### src/rtl/snake_renderer.sv
// snake_renderer: walks a table of snake segments held in an external
// synchronous RAM and turns each entry into plot strobes for a VGA plotter.
// Each entry is {type[16:15], x[14:7], y[6:0]}; the type selects the colour.
// Optional feature: define SNAKE_BLOCK2X2_EN to draw every segment as a 2x2
// block of pixels instead of a single pixel.
module snake_renderer #(
  parameter logic [2:0] HEAD_COLOUR = 3'b010,
  parameter logic [2:0] BODY_COLOUR = 3'b111,
  parameter logic [2:0] FOOD_COLOUR = 3'b100
) (
  input  logic        clk,
  input  logic        reset_n,
  input  logic        start,
  input  logic [10:0] length,
  input  logic [16:0] q,
  output logic [10:0] rd_address,
  output logic [7:0]  x,
  output logic [6:0]  y,
  output logic [2:0]  colour,
  output logic        plot,
  output logic        busy,
  output logic        done
);

  typedef enum logic [2:0] {
    IDLE,
    ADDR,
    WAIT,
    LATCH,
    PLOT,
    DONE
  } state_t;

  state_t      state_q, state_d;
  logic [10:0] idx_q, idx_d;
  logic [10:0] len_q, len_d;
  logic [10:0] addr_q, addr_d;
  logic [7:0]  x_q, x_d;
  logic [6:0]  y_q, y_d;
  logic [2:0]  col_q, col_d;
  logic        plot_q, plot_d;
  logic        busy_q, busy_d;
  logic        done_q, done_d;

  logic [1:0]  qType;
  logic [7:0]  qX;
  logic [6:0]  qY;
  logic        qOnScreen;
  logic        lastSeg;

  assign qType     = q[16:15];
  assign qX        = q[14:7];
  assign qY        = q[6:0];
  assign qOnScreen = (qX < 8'd160) && (qY < 7'd120);
  assign lastSeg   = (idx_q == (len_q - 11'd1));

`ifdef SNAKE_BLOCK2X2_EN
  // Base segment kept aside so the four sub-pixels can be derived from it
  logic [7:0]  segX_q, segX_d;
  logic [6:0]  segY_q, segY_d;
  logic [2:0]  segCol_q, segCol_d;
  logic        segOn_q, segOn_d;
  logic [1:0]  sub_q, sub_d;
  logic [1:0]  nextSub;
  logic [8:0]  pixX;
  logic [7:0]  pixY;
  logic        pixOn;

  assign nextSub = sub_q + 2'd1;
  assign pixX    = {1'b0, segX_q} + {8'd0, nextSub[0]};
  assign pixY    = {1'b0, segY_q} + {7'd0, nextSub[1]};
  assign pixOn   = segOn_q && (pixX < 9'd160) && (pixY < 8'd120);
`endif

  // Map the entry type onto its plot colour; type 3 erases
  function automatic logic [2:0] typeColour(input logic [1:0] t);
    case (t)
      2'b00:   typeColour = BODY_COLOUR;
      2'b01:   typeColour = HEAD_COLOUR;
      2'b10:   typeColour = FOOD_COLOUR;
      default: typeColour = 3'b000;
    endcase
  endfunction

  // Register all state and outputs; reset overrides any frame in flight
  always_ff @(posedge clk) begin
    if (!reset_n) begin
      state_q  <= IDLE;
      idx_q    <= '0;
      len_q    <= '0;
      addr_q   <= '0;
      x_q      <= '0;
      y_q      <= '0;
      col_q    <= '0;
      plot_q   <= 1'b0;
      busy_q   <= 1'b0;
      done_q   <= 1'b0;
`ifdef SNAKE_BLOCK2X2_EN
      segX_q   <= '0;
      segY_q   <= '0;
      segCol_q <= '0;
      segOn_q  <= 1'b0;
      sub_q    <= '0;
`endif
    end else begin
      state_q  <= state_d;
      idx_q    <= idx_d;
      len_q    <= len_d;
      addr_q   <= addr_d;
      x_q      <= x_d;
      y_q      <= y_d;
      col_q    <= col_d;
      plot_q   <= plot_d;
      busy_q   <= busy_d;
      done_q   <= done_d;
`ifdef SNAKE_BLOCK2X2_EN
      segX_q   <= segX_d;
      segY_q   <= segY_d;
      segCol_q <= segCol_d;
      segOn_q  <= segOn_d;
      sub_q    <= sub_d;
`endif
    end
  end

  // Next-state and next-output logic; strobes default low, data holds
  always_comb begin
    state_d  = state_q;
    idx_d    = idx_q;
    len_d    = len_q;
    addr_d   = addr_q;
    x_d      = x_q;
    y_d      = y_q;
    col_d    = col_q;
    plot_d   = 1'b0;
    busy_d   = busy_q;
    done_d   = 1'b0;
`ifdef SNAKE_BLOCK2X2_EN
    segX_d   = segX_q;
    segY_d   = segY_q;
    segCol_d = segCol_q;
    segOn_d  = segOn_q;
    sub_d    = sub_q;
`endif
    case (state_q)
      IDLE: begin
        if (start) begin
          len_d  = length;
          idx_d  = '0;
          busy_d = 1'b1;
          if (length == 11'd0) begin
            state_d = DONE;
            done_d  = 1'b1;
          end else begin
            state_d = ADDR;
            addr_d  = '0;
          end
        end
      end
      ADDR: state_d = WAIT;
      WAIT: state_d = LATCH;
      LATCH: begin
        state_d = PLOT;
        if (qOnScreen) begin
          x_d    = qX;
          y_d    = qY;
          col_d  = typeColour(qType);
          plot_d = 1'b1;
        end
`ifdef SNAKE_BLOCK2X2_EN
        segX_d   = qX;
        segY_d   = qY;
        segCol_d = typeColour(qType);
        segOn_d  = qOnScreen;
        sub_d    = '0;
`endif
      end
      PLOT: begin
`ifdef SNAKE_BLOCK2X2_EN
        if (sub_q != 2'd3) begin
          sub_d = nextSub;
          if (pixOn) begin
            x_d    = pixX[7:0];
            y_d    = pixY[6:0];
            col_d  = segCol_q;
            plot_d = 1'b1;
          end
        end else if (lastSeg) begin
          state_d = DONE;
          done_d  = 1'b1;
        end else begin
          state_d = ADDR;
          idx_d   = idx_q + 11'd1;
          addr_d  = idx_q + 11'd1;
        end
`else
        if (lastSeg) begin
          state_d = DONE;
          done_d  = 1'b1;
        end else begin
          state_d = ADDR;
          idx_d   = idx_q + 11'd1;
          addr_d  = idx_q + 11'd1;
        end
`endif
      end
      DONE: begin
        state_d = IDLE;
        busy_d  = 1'b0;
      end
      default: state_d = IDLE;
    endcase
  end

  assign rd_address = addr_q;
  assign x          = x_q;
  assign y          = y_q;
  assign colour     = col_q;
  assign plot       = plot_q;
  assign busy       = busy_q;
  assign done       = done_q;

endmodule

### config.mk
export PLATFORM = sky130hd
export DESIGN_NAME = snake_renderer
export DESIGN_NICKNAME = d
export VERILOG_FILES = /design/src/rtl/snake_renderer.sv
export SDC_FILE = /design/constraint.sdc
export NUM_CORES = 1
export LEC_CHECK = 0
export ABC_AREA = 0
export BUFFER_PORTS_ARGS = -buffer_cell sky130_fd_sc_hd__buf_2
export CORE_MARGIN = 2
export CORE_UTILIZATION = 36
export CTS_BUF_LIST = sky130_fd_sc_hd__clkbuf_8
export DETAILED_ROUTE_END_ITERATION = 6
export PLACE_DENSITY = 0.64
export SYNTH_ARGS = -nofsm -noshare
export SYNTH_HDL_FRONTEND = slang
export SYNTH_SLANG_ARGS = --single-unit
export TNS_END_PERCENT = 20
### constraint.sdc
create_clock -name clk -period 3.1 [get_ports clk]
set_input_delay 0.31 -clock clk [delete_from_list [all_inputs] [get_ports clk]]
set_output_delay 0.31 -clock clk [all_outputs]
set_load 0.005 [all_outputs]
==> results.cfg <==
[job]
cap_viol_max_count = 0

[clocking]
holdBufCountCts = 0
cts_tree = done
clkLatencyLatePin_ps = 330
clkTransAtPathRegs_ps = 60
cts_buffers = 9
cts_root_buf = clkbuf_8
cts_resized = 0
cts_buffer_depth = 2
cts.sinks = 57
h-tree-depth = 3
postCtsSetupRepairBufs = 0

[detailed_routing]
avgRoutedWirePerCell_um = 13.8
wl_um = 6500
ant_nets = 0
viasPerCell = 5.13
dr.first_iter.drc_count = 138
dr.pass1.iters = 4
remaining_drc_errors = 0
route.vias.total = 2417

[power_and_ir_drop]
power.density_mw_per_mm2 = 522
combPwrFrac = 0.141
ir_worst_vdd_mv = 0.201
power_uw = 1720
intPower_uw = 1270
p_leak_uw = 0.00127
netSwitchingFraction = 0.264
clkPwrFrac = 0.400
switchingPower_uw = 454
seqPwrFrac = 0.459

[setup_path]
critPathArrivalTime_ps = 3100
path_max_fanout = 9
path_class = flop to flop
required_ps = 3350
crit_path_start_kind = flop
end_kind = flop
ff2ff_path_depth = 9

[logic_synthesis]
netlist_area_mm2 = 0.00275
synth-async-reset-ratio = 0
syn-num-nets = 345
synth_edf_count = 0
yosysWarnings = 0
synth_seq_cells = 57
synth.top_cell.area_share = 0.416
synth_top_cell_by_area = dfxtp_1
syn_avg_cell_area_um2 = 8.80
ys_seq_area_frac = 0.416
synth_cell_type_count = 61
synth_ff_type = dfxtp_1
synth_common_cells = 60 x nand2_1, 57 x dfxtp_1, 29 x a21oi_1, 16 x o2bb2ai_1
yosysMostFrequentCell = nand2_1
ys_top_cells_by_area = dfxtp_1 42%, nand2_1 8.2%, a21oi_1 5.3%
synth_cells = 312

[timing]
finalSetupViolCount = 0
max_slew.worst_pin.slew_ps = 686
fin_setup_tns_ps = 0
skew_ps = 12.0
rsz0062_at_grt = no
post-route-min-period_ps = 2850
final.period_utilization = 0.919
hold_viol = 0
maxSlewViolCount = 0
slew_headroom = 0.542
fmax_mhz = 351

[cells_and_area]
fillers = 747
drive_above_1_share = 0.261
seqCellArea_mm2 = 0.00114
fin_nets = 401
multi_input_area_mm2 = 0.00148
antennaDiodeCount = 0
area_delta_synth_final_pct = 20.2

[min_path]
hp-class = primary input to flop
hold_depth = 2

[floorplanning]
dieWidth_um = 91.3
die_area_mm2 = 0.00834
start_util = 0.374
fp.dieH_um = 91.3
io_pins = 63
num_rows = 31
core_area_mm2 = 0.00733

[placed_design]
gp_congestion = 0.782
port_buffers = 62
dp_hpwl_um = 4630

[global_route]
grt_max_degree = 38
grt-ovfl-total = 0
antenna_found_initial = 0
track_usage = 0.161
grt_pass1_wl_um = 11000
grt_pass1_vias = 2395

[status]
status = finished, final reports clean
sequential cells by signal, indices dropped and copies added (netlist names):
register,flops
rd_address,11
done,1
y,7
plot,1
len_q,11
x,8
idx_q,11
busy,1
colour,3
state_q,3
path summary, 6_finish.rpt:
| check | end | slack (ps) | from |
|---|---|---|---|
| hold / removal | colour[2] | 170 | q[15] |
| setup / recovery | rd_address[1] | 250 | len_q[1] |
| setup reg to reg | rd_address[1] | 250 | len_q[1] |
| hold reg to reg | x[3] | 450 | x[3] |
per-stage QoR:
stage,instance area (um2),utilization,hold WS [ps],instances,setup WS (ps)
3_5_place_dp,3100,0.423,444,456,198
5_1_grt,3300,0.450,171,471,37.9
3_3_place_gp,3100,0.423,439,456,281
6_report,3300,0.450,170,471,251
2_1_floorplan,2750,-,406,312,483
4_1_cts,3290,0.449,154,471,178
power by group through the flow:
| stage | combinational, uW | clock, uW | sequential, uW |
|---|---|---|---|
| 2_1_floorplan | 196 | 0 | 789 |
| 3_3_place_gp | 237 | 0 | 805 |
| 3_5_place_dp | 240 | 0 | 806 |
| 4_1_cts | 241 | 707 | 789 |
| 5_1_grt | 270 | 733 | 794 |
| 6_report | 243 | 689 | 790 |
kinds of logic after synthesis:
family | synth area share
simple gates | 0.244
mux | 0.00775
xor+xnor | 0.0784
fa+ha+maj | 0.00911
buf+inv | 0.0460
flops | 0.416
compound gates | 0.199
worst max-delay path: stages (launching register included):
cell	delay [ps]
dfxtp_1	480
inv_1	80
ha_1	280
nor3b_2	190
xnor2_1	140
or4_4	550
nor4_4	260
a31oi_4	210
nor3b_4	420
o2bb2ai_1	160
cell usage in the layout (no fill, tap or decap), types with 3 or more instances in the layout:
master	synthesis	layout
nand3b_1	3	3
nand3_1	6	6
nand2_1	60	60
nor4_1	4	4
buf_2	2	62
dfxtp_1	57	56
nor2b_1	3	3
o2bb2ai_1	16	16
nor3_1	10	10
o21ai_0	5	5
a21oi_1	29	29
xnor2_1	13	13
clkbuf_8	0	11
inv_1	7	8
xor2_1	9	9
and2_1	3	3
nor2_1	11	11
cell type report:
| cell class | count | share of cell area |
|---|---|---|
| sequential | 57 | 0.346 |
| inverter | 8 | 0.00910 |
| clock inverter | 4 | 0.0133 |
| timing repair buffer | 64 | 0.0986 |
| tap | 99 | 0.0375 |
| clock buffer | 11 | 0.0459 |
| multi-input combinational | 228 | 0.450 |
metal layers:
metal,up-vias,part of all wire,wire [um],global-route usage
met5,-,0,0,0
met4,0,0.015,97,0.0619
met3,13,0.059,385,0.0515
met2,62,0.46,2990,0.262
met1,1111,0.47,3020,0.198
li1,1231,-,-,-
Note: power is estimated with default switching activity, not from simulation.
